===== src/rtl/add_accum_pipe.sv =====
// add_accum_pipe: two-stage pipelined adder/accumulator with valid/ready on both sides.
// Stage 1 registers the accepted operands. Stage 2 forms the sum or the accumulation
// and registers the result, the overflow flag and the accumulator.
// Both stages advance together whenever the output register is free or being drained.
module add_accum_pipe #(
    parameter int WIDTH  = 32,
    parameter int GUARD  = 8,
    parameter bit SIGNED = 1'b0
) (
    input  logic                   clk,
    input  logic                   RST,
    input  logic                   in_valid,
    output logic                   in_ready,
    input  logic [WIDTH-1:0]       in_a,
    input  logic [WIDTH-1:0]       in_b,
    input  logic                   in_mode,
    input  logic                   in_clear,
    output logic                   out_valid,
    input  logic                   out_ready,
    output logic [WIDTH+GUARD-1:0] out_result,
    output logic                   out_ovf
);

    localparam int OUT_W = WIDTH + GUARD;
    // Two extra bits hold the exact value of a three-term sum, so overflow can be read off the top bits.
    localparam int EXT_W = OUT_W + 2;

    logic             en;

    logic             s1_valid_q, s1_valid_d;
    logic [WIDTH-1:0] s1_a_q, s1_a_d;
    logic [WIDTH-1:0] s1_b_q, s1_b_d;
    logic             s1_mode_q, s1_mode_d;
    logic             s1_clear_q, s1_clear_d;

    logic             out_valid_q, out_valid_d;
    logic [OUT_W-1:0] out_result_q, out_result_d;
    logic             out_ovf_q, out_ovf_d;
    logic [OUT_W-1:0] acc_q, acc_d;

    logic [OUT_W-1:0] ea, eb, base, plain_sum;
    logic [EXT_W-1:0] xa, xb, xbase, xsum;
    logic             acc_ovf;

    // A stalled output register freezes the whole pipe; otherwise both stages move.
    assign en        = !out_valid_q || out_ready;
    assign in_ready  = en;
    assign out_valid = out_valid_q;
    assign out_result = out_result_q;
    assign out_ovf   = out_ovf_q;

    // Extend the stage-1 operands and the accumulator base, then form the plain and accumulated sums.
    always_comb begin
        ea = {{GUARD{1'b0}}, s1_a_q};
        eb = {{GUARD{1'b0}}, s1_b_q};
        if (SIGNED) begin
            ea = {{GUARD{s1_a_q[WIDTH-1]}}, s1_a_q};
            eb = {{GUARD{s1_b_q[WIDTH-1]}}, s1_b_q};
        end
        base      = s1_clear_q ? '0 : acc_q;
        // GUARD >= 1 keeps this two-term sum exact, so mode 0 never overflows.
        plain_sum = ea + eb;

        xa    = {{2{SIGNED & ea[OUT_W-1]}}, ea};
        xb    = {{2{SIGNED & eb[OUT_W-1]}}, eb};
        xbase = {{2{SIGNED & base[OUT_W-1]}}, base};
        xsum  = xbase + xa + xb;

        // Unsigned: any weight at or above 2^OUT_W. Signed: the top three bits disagree.
        if (SIGNED) begin
            acc_ovf = (xsum[EXT_W-1:OUT_W-1] != 3'b000) && (xsum[EXT_W-1:OUT_W-1] != 3'b111);
        end else begin
            acc_ovf = |xsum[EXT_W-1:OUT_W];
        end
    end

    // Next-state for both stages and the accumulator; everything holds while en is low.
    always_comb begin
        s1_valid_d   = s1_valid_q;
        s1_a_d       = s1_a_q;
        s1_b_d       = s1_b_q;
        s1_mode_d    = s1_mode_q;
        s1_clear_d   = s1_clear_q;
        out_valid_d  = out_valid_q;
        out_result_d = out_result_q;
        out_ovf_d    = out_ovf_q;
        acc_d        = acc_q;

        if (en) begin
            s1_valid_d  = in_valid;
            s1_a_d      = in_a;
            s1_b_d      = in_b;
            s1_mode_d   = in_mode;
            s1_clear_d  = in_clear;
            out_valid_d = s1_valid_q;
            if (s1_valid_q) begin
                if (s1_mode_q) begin
                    // acc is written in the same edge as the result, so a following
                    // mode-1 transaction already in stage 1 sees it without a bubble.
                    out_result_d = xsum[OUT_W-1:0];
                    out_ovf_d    = acc_ovf;
                    acc_d        = xsum[OUT_W-1:0];
                end else begin
                    out_result_d = plain_sum;
                    out_ovf_d    = 1'b0;
                end
            end
        end
    end

    // Control and result state, cleared by synchronous reset; in-flight work is dropped.
    always_ff @(posedge clk) begin
        if (RST) begin
            s1_valid_q   <= 1'b0;
            out_valid_q  <= 1'b0;
            out_result_q <= '0;
            out_ovf_q    <= 1'b0;
            acc_q        <= '0;
        end else begin
            s1_valid_q   <= s1_valid_d;
            out_valid_q  <= out_valid_d;
            out_result_q <= out_result_d;
            out_ovf_q    <= out_ovf_d;
            acc_q        <= acc_d;
        end
    end

    // Stage-1 payload needs no reset: it is only consumed when s1_valid_q is set.
    always_ff @(posedge clk) begin
        s1_a_q     <= s1_a_d;
        s1_b_q     <= s1_b_d;
        s1_mode_q  <= s1_mode_d;
        s1_clear_q <= s1_clear_d;
    end

endmodule


===== config.mk =====
export PLATFORM = sky130hd
export DESIGN_NAME = add_accum_pipe
export DESIGN_NICKNAME = d
export VERILOG_FILES = /design/src/rtl/add_accum_pipe.sv
export SDC_FILE = /design/constraint.sdc
export NUM_CORES = 1
export LEC_CHECK = 0
export ABC_AREA = 1
export BUFFER_PORTS_ARGS = -buffer_cell sky130_fd_sc_hd__buf_2
export CAP_MARGIN = 40
export CORE_MARGIN = 5
export CORE_UTILIZATION = 51
export DETAILED_ROUTE_END_ITERATION = 6
export HOLD_SLACK_MARGIN = 0.03
export PLACE_DENSITY_LB_ADDON = 0.25
export SYNTH_ARGS = -nofsm -noshare
export SYNTH_HDL_FRONTEND = slang
export SYNTH_SLANG_ARGS = --single-unit

===== constraint.sdc =====
create_clock -name clk -period 3.2 [get_ports clk]
set_input_delay 0.16 -clock clk [delete_from_list [all_inputs] [get_ports clk]]
set_output_delay 0.16 -clock clk [all_outputs]
set_load 0.005 [all_outputs]

# --- Word-level counts from Yosys, hierarchy flattened ---
# Index checks and enable logic that the tools add are counted.
classes:
  add_sub_neg: 3
  n_mux: 3
  n_reduce_logical: 5
ops:
  columns: ["op", "n"]
  rows:
  - ["$mux 40", 2]
  - ["$add 41x32->42", 1]
  - ["$add 40x32->41", 1]
  - ["$add 32x32->33", 1]
  - ["$reduce_and 3->1", 1]
  - ["$reduce_and 2->1", 1]
  - ["$reduce_or 2->1", 1]
  - ["$logic_not 1->1", 1]
  - ["$logic_or 1x1->1", 1]
  - ["$mux 1", 1]
totals:
  register_bits: 149
  word_cells: 20
  inputBits: 70

# --- Depth between registers and ports, before layout ---
# Gate-level depths: netlist (run 1).
depth:
  ltp_word: 5
  depth_mapped: 20
  ltp_nobuf: 19

# --- Worst setup path before layout (run 1) ---
# Ideal clock, no wire load.
synth_timing:
  kind: "reg2reg"
  start: "reg s1_clear_q"
  end: "reg out_result_q[20] (netlist: out_result[20])"
  arrival_ns: 2.631
  required_ns: 3.091
  path_slack_ns: 0.460
  setup_ns: 0.109
  period_less_slack_ns: 2.740
  path_buffers: 2
  path_stages_with_launch: 17
  cell_sequence: "edfxtp_1 > buf_6 > clkbuf_1 > nor2_1 > fa_1 > ha_1 > nand2_1 > inv_1 > a21oi_2 > nand2_1 > nand2_1 > nand3_2 > or2_1 > nand3_1 > nand3_1 > nand2_1 > inv_1"
synth_via:
  elab_chain_len: 4
synth_rtl:
  columns: ["element", "line", "text"]
  rows:
  - ["from (decl)", "34", "logic s1_clear_q, s1_clear_d;"]
  - ["from (signal assigned)", "133", "s1_clear_q <= s1_clear_d;"]
  - ["$mux 40", "60", "base = s1_clear_q ? '0 : acc_q;"]
  - ["$add 40x32->41", "67", "xsum = xbase + xa + xb;"]
  - ["$add 41x32->42", "67", null]
  - ["$mux 40", "97", "if (s1_mode_q) begin"]
  - ["to (signal assigned)", "122", "out_result_q <= out_result_d;"]
  - ["to (decl)", "37", "logic [OUT_W-1:0] out_result_q, out_result_d;"]
# No other way between the ends.
# A chain may end at the register's enable or synchronous reset.

# --- Final worst setup path (run 1) ---
layout_timing:
  start: "reg s1_clear_q"
  end: "reg acc_q[36]"
layout_via:
  elab_chain_len: 3
layout_rtl:
  columns: ["element", "line", "text"]
  rows:
  - ["$mux 40", "60", null]
  - ["$add 40x32->41", "67", null]
  - ["$add 41x32->42", "67", null]
  - ["to (signal assigned)", "118", "acc_q <= '0;"]
  - ["to (signal assigned)", "124", "acc_q <= acc_d;"]
  - ["to (decl)", "39", "logic [OUT_W-1:0] acc_q, acc_d;"]
# No other way between the ends.

==> impl_metrics.env, run 1 <==
export IMPL_synth_cells=1675
export IMPL_crit_required_ns=3.50
export IMPL_start_util_pct=51.7
export IMPL_setup_slack_ns=0.132
export IMPL_synth_seq_area_share_pct=32.4
export IMPL_leakage_nw=7.14
export IMPL_hold_class="in -> reg"
export IMPL_antenna_found_initial=0
export IMPL_syn_nets=1843
export IMPL_postRouteWirelength_microns=35200
export IMPL_core_sq_mm=0.0218
export IMPL_syn_avg_cell_area_sq_um=6.72
export IMPL_cts_max_path_buffers=2
export IMPL_power_density_mw_per_mm2=475
export IMPL_cap_violations=0
export IMPL_track_usage_pct=28.8
export IMPL_dp_hpwl_microns=27600
export IMPL_arrival_ns=3.37
export IMPL_grt_pass1_wl_microns=55500
export IMPL_start_kind="flop"
export IMPL_post_drt_wl_per_cell_microns=16.3
export IMPL_worstMarginPinSlew_ns=0.550
export IMPL_relSlewSlack_pct=63.3
export IMPL_fmax_mhz=326
export IMPL_drive_above_1_share_pct=11.4
export IMPL_synthFlopType="dfxtp_1"
export IMPL_finalPower_mw=6.39
export IMPL_setup_viol=0
export IMPL_rows=54
export IMPL_viasPerCell=5.14
export IMPL_grt_pass1_vias=10588
export IMPL_finalNetCount=2034
export IMPL_pin_count=113
export IMPL_path_clk_slew_ns=0.06
export IMPL_hold_viol=0
export IMPL_ys_async_sr_fraction_pct=0
export IMPL_fin_crit_sh_pct=95.9
export IMPL_clockRootBuffer="clkbuf_16"
export IMPL_ys_ff_latch=149
export IMPL_routabilityCongestion=1.00
export IMPL_drcViolationCount=0
export IMPL_path_max_fanout=35
export IMPL_detail_route_antenna_nets=0
export IMPL_grt_ovfl_total=0
export IMPL_numCtsBuffers=17
export IMPL_fillerInstances=2058
export IMPL_dieArea_sq_mm=0.0251
export IMPL_vdd_drop_max_v=0.000265
export IMPL_yosys_warnings=0
export IMPL_htreeDepth=4
export IMPL_regArea_sq_mm=0.00364
export IMPL_clock_sinks=149
export IMPL_place_ws_ns=0.0681
export IMPL_status="finished clean"
export IMPL_min_period_ns=3.07
export IMPL_port_buffers=112
export IMPL_fin_hold_ws_ns=0.0468
export IMPL_vias=11088
export IMPL_drt_first_pass_iters=5
export IMPL_first_iter_violations=844
export IMPL_cts_tree="done"
export IMPL_synth_edf_count=66
export IMPL_path_class="reg -> reg"
export IMPL_clock_latency_ns=0.44
export IMPL_area_growth_pct=19.4
export IMPL_ys_types=40
export IMPL_multi_input_area_sq_mm=0.00626
export IMPL_syn_area_sq_mm=0.0112
export IMPL_grt_max_degree=49
export IMPL_die_h_microns=159
export IMPL_finalMaxSlewViolations=0
export IMPL_die_w_microns=159
export IMPL_fin_skew_ns=0.0186
export IMPL_antenna_cells=0
export IMPL_end_kind="flop"
Yosys cell counts, drive strengths merged (8+ instances only):
master / instances / share of area, %
a21oi: 92 / 4.1
buf: 18 / 0.98
clkbuf: 8 / 0.27
dfxtp: 83 / 15
edfxtp: 66 / 18
fa: 34 / 6.1
ha: 64 / 7.1
inv: 330 / 11
nand2: 596 / 20
nand3: 110 / 5.3
nand3b: 8 / 0.53
nor2: 156 / 5.9
nor3: 12 / 0.58
o21ai: 36 / 1.6
o21bai: 8 / 0.53
xor2: 13 / 1.0
state kept, by name, summed over array words and instances, names as in the netlist:
| signal | count |
|---|---|
| acc_q | 40 |
| out_result | 40 |
| s1_a_q | 32 |
| s1_b_q | 32 |
| out_ovf | 1 |
| out_valid | 1 |
| s1_clear_q | 1 |
| s1_mode_q | 1 |
| s1_valid_q | 1 |
metrics by stage:
| stage | setup TNS [ns] | area [sq um] | utilization (%) | instances |
|---|---|---|---|---|
| 4_1_cts | 0 | 13400 | 61.6 | 2159 |
| 3_3_place_gp | 0 | 12200 | 56.0 | 2060 |
| 5_1_grt | -0.00321 | 13400 | 61.7 | 2159 |
| 3_5_place_dp | 0 | 12200 | 56.0 | 2060 |
| 6_report | 0 | 13400 | 61.7 | 2159 |
| 2_1_floorplan | 0 | 11200 | - | 1675 |
worst max-delay path, stage by stage (launching register included):
cell and delay (ns):
edfxtp_1 0.42, buf_12 0.19, nor2_1 0.15, fa_1 0.43, ha_1 0.45, nand2_1 0.15
nor2_2 0.17, inv_1 0.11, nor4_4 0.32, nand2_1 0.17, nand2_1 0.12, nand2_1 0.06
nand3_1 0.08, a21oi_1 0.07
worst paths after layout:
kind	slack [ns]	from	depth (start not counted)	endpoint
setup / recovery	0.13	s1_clear_q	13	acc_q[36]
hold / removal	0.05	out_ready	3	s1_valid_q
setup reg to reg	0.13	s1_clear_q	13	acc_q[36]
hold reg to reg	0.46	out_result[35]	2	out_result[35]
metal layers:
layer  wire length (microns)  GRT usage, %
met1                   15700          39.3
met2                   15600          46.0
met3                    2930          6.36
met4                     984          8.65
met5                       0             0
timing repair:
item                                    in CTS  in global routing
setup buffers                                0                  0
hold buffers                                67                  0
endpoints found under the setup margin       0                 16
gates resized for setup                      0                 10
endpoints found under the hold margin       67                  0
placed cells by master, fill, tap and decap left out, types with 3 or more instances in the layout:
master,netlist,final
a21oi_1,91,91
a31oi_1,5,5
and2_1,6,6
buf_2,13,112
buf_4,1,18
clkbuf_16,0,17
clkinv_4,0,3
dfxtp_1,83,83
dlygate4sd3_1,0,67
edfxtp_1,66,66
fa_1,34,34
ha_1,64,63
inv_1,326,324
inv_2,4,6
inv_6,0,4
nand2_1,588,588
nand2_2,8,8
nand3_1,101,99
nand3_2,9,11
nand3b_1,8,8
nand4_1,7,7
nor2_1,137,134
nor2_2,13,16
nor2_4,6,6
nor3_1,11,11
o211ai_1,6,6
o21ai_0,31,30
o21ai_1,5,6
o21bai_1,8,8
xnor2_1,6,6
xor2_1,13,13
cell type report:
type	count	area share [%]
clock buffer	21	3.43
clock inverter	11	0.689
inverter	330	9.22
multi-input combinational	1170	46.6
sequential	149	27.1
tap	280	2.61
timing repair buffer	198	10.3
report_power, final:
| part | leakage (nW) | switching, mW | total [mW] | internal, mW |
|---|---|---|---|---|
| clock | 0.267 | 0.889 | 1.94 | 1.05 |
| combinational | 5.50 | 1.42 | 2.19 | 0.773 |
| sequential | 1.37 | 0.119 | 2.25 | 2.13 |
cell families after synthesis:
family                   Yosys count  share of synthesized area [%]
AND/OR/NAND/NOR                  902                           33.5
flip-flops                       149                           32.4
AO/OA/AOI/OAI                    151                           7.23
XOR/XNOR                          19                           1.48
buffers and inverters            356                           12.3
adder cells (fa/ha/maj)           98                           13.2
(Power assumes the default switching activity.)
==> run 2: changes to the inputs <==
Settings changed: CORE_ASPECT_RATIO set to 0.7, HOLD_SLACK_MARGIN 0.03 to not set.
Clock period 3.2 ns to 3.5 ns, I/O delays scaled along.
==> impl_metrics.env, run 2 (same netlist as run 1, synthesis figures left out) <==
export IMPL_routabilityCongestion=1.04
export IMPL_worstMarginPinSlew_ns=0.719
export IMPL_detail_route_antenna_nets=0
export IMPL_path_buf_inv=3
export IMPL_status="finished clean"
export IMPL_rsz0062_at_grt="no"
export IMPL_grt_ovfl_total=0
export IMPL_drt_first_pass_iters=5
export IMPL_dp_hpwl_microns=29200
export IMPL_clock_sinks=149
export IMPL_min_delay_worst_endpoint="s1_valid_q"
export IMPL_die_h_microns=134
export IMPL_rrSetupSlack_ns=0.29
export IMPL_max_stage_delay_ns=0.50
export IMPL_cts_tree="done"
export IMPL_vdd_drop_max_v=0.000380
export IMPL_drcViolationCount=0
export IMPL_antenna_found_initial=0
export IMPL_min_period_ns=3.21
export IMPL_grt_busiest_layer="met1"
export IMPL_finalInstanceArea_sq_mm=0.0134
export IMPL_clockRootBuffer="clkbuf_16"
export IMPL_finalMaxSlewViolations=0
export IMPL_vias=11146
export IMPL_grt_max_degree=49
export IMPL_grt_pass1_wl_microns=56800
export IMPL_power_density_mw_per_mm2=449
export IMPL_htreeDepth=4
export IMPL_postRouteWirelength_microns=37300
export IMPL_relSlewSlack_pct=51.5
export IMPL_arrival_ns=3.52
export IMPL_cp_top_family="simple AND/OR/NAND/NOR gates"
export IMPL_start_util_pct=51.9
export IMPL_finalPower_mw=6.00
export IMPL_core_sq_mm=0.0217
export IMPL_crit_reg2reg_launch="s1_clear_q"
export IMPL_place_area_sq_mm=0.0121
export IMPL_crit_chain="buf_4 -> nor2_1 -> fa_1 -> ha_1 -> inv_1 -> fa_1 -> inv_1 -> nand3_1 -> nand3_1 -> nand2_1 -> nand2_2 -> nand2_1 -> nand3_1 -> nand2_1 -> nand3_1 -> nand2_1 -> nor2_1 -> nor2_1"
export IMPL_gr_usage_met1_pct=43.9
export IMPL_place_ws_ns=0.330
export IMPL_path_clk_slew_ns=0.07
export IMPL_fillerInstances=2016
export IMPL_dp_cells=2054
export IMPL_first_iter_violations=1070
export IMPL_dieArea_sq_mm=0.0252
export IMPL_crit_slowest_cell="fa_1"
export IMPL_path_class="reg -> reg"
export IMPL_crit_required_ns=3.81
export IMPL_r2r_end="out_result[25]"
export IMPL_pin_count=113
export IMPL_final_cell_count_no_fill=2152
export IMPL_setup_viol=0
export IMPL_reg2regPathDepth=18
export IMPL_rows=45
export IMPL_drive_above_1_share_pct=10.6
export IMPL_finalNetCount=2025
export IMPL_worstHoldStart="out_ready"
export IMPL_totalNegativeSetupSlack_ns=0
export IMPL_cap_violations=0
export IMPL_antenna_cells=0
export IMPL_track_usage_pct=29.4
export IMPL_grt_pass1_vias=10144
export IMPL_hold_viol=0
export IMPL_post_drt_wl_per_cell_microns=17.3
export IMPL_met3_usage_pct=10.7
export IMPL_fin_skew_ns=0.0157
export IMPL_met2_usage_pct=39.9
export IMPL_final_common_cell="nand2_1"
export IMPL_start_kind="flop"
export IMPL_setup_slack_ns=0.290
export IMPL_port_buffers=112
export IMPL_crit_cells=18
export IMPL_viasPerCell=5.18
export IMPL_fmax_mhz=312
export IMPL_cts_max_path_buffers=2
export IMPL_hold_class="in -> reg"
export IMPL_end_kind="flop"
export IMPL_final_cell_mix="588 x nand2_1, 324 x inv_1, 137 x nor2_1, 112 x buf_2, 101 x nand3_1"
export IMPL_clock_latency_ns=0.45
export IMPL_fin_crit_sh_pct=91.7
export IMPL_numCtsBuffers=17
export IMPL_area_growth_pct=19.0
export IMPL_hold_path_depth=3
export IMPL_leakage_nw=7.10
export IMPL_die_w_microns=188
export IMPL_path_max_fanout=22
-- run 2: timing repair --
action	in CTS	in global routing
hold buffers	66	0
hold endpoints to repair	66	0
gates resized for setup	0	0
buffers inserted	0	0
-- run 2: worst max-delay path by stage --
stage                          start              to  slack (ns)
after floorplan           s1_clear_q  out_result[20]        0.76
after global placement    s1_clear_q  out_result[15]        0.45
after detailed placement  s1_clear_q  out_result[29]        0.33
after CTS                 s1_clear_q  out_result[25]        0.32
after global routing      s1_clear_q  out_result[25]        0.03
final                     s1_clear_q  out_result[25]        0.29
-- run 2: layout make-up --
| class | count | area, sq um | area share, % |
|---|---|---|---|
| Clock buffer | 19 | 454 | 3.39 |
| Timing Repair Buffer | 189 | 1330 | 9.93 |
| Multi-Input combinational cell | 1170 | 6230 | 46.5 |
| Tap cell | 282 | 353 | 2.64 |
| Clock inverter | 13 | 136 | 1.02 |
| Sequential cell | 149 | 3640 | 27.2 |
| Inverter | 330 | 1240 | 9.26 |
-- run 2: power by group --
group	internal (mW)	total [mW]	leakage, nW	switching (mW)
combinational	0.697	2.04	5.44	1.34
clock	1.05	1.90	0.286	0.850
sequential	1.95	2.07	1.37	0.117
-- run 2: through the flow --
step           hold slack (ns)  utilization [%]
5_1_grt                 0.0389             61.7
6_report                0.0479             61.7
3_5_place_dp             0.353             56.0
4_1_cts                 0.0266             61.7
2_1_floorplan            0.274                -
3_3_place_gp             0.351             55.9
-- run 2: worst reg2reg max path: cells and delay by family, from the launching register on --
family	cells	cell delay (ns)
simple gates	12	1.15
fa+ha+maj	3	1.11
buf+inv	3	0.47
flops	1	0.35
-- run 2: routing by layer --
metal  vias to the layer above  share of wire (%)
li1                       5532                  -
met1                      5020                 47
met2                       541                 38
met3                        53                 13
met4                         0                2.1
met5                         -                  0
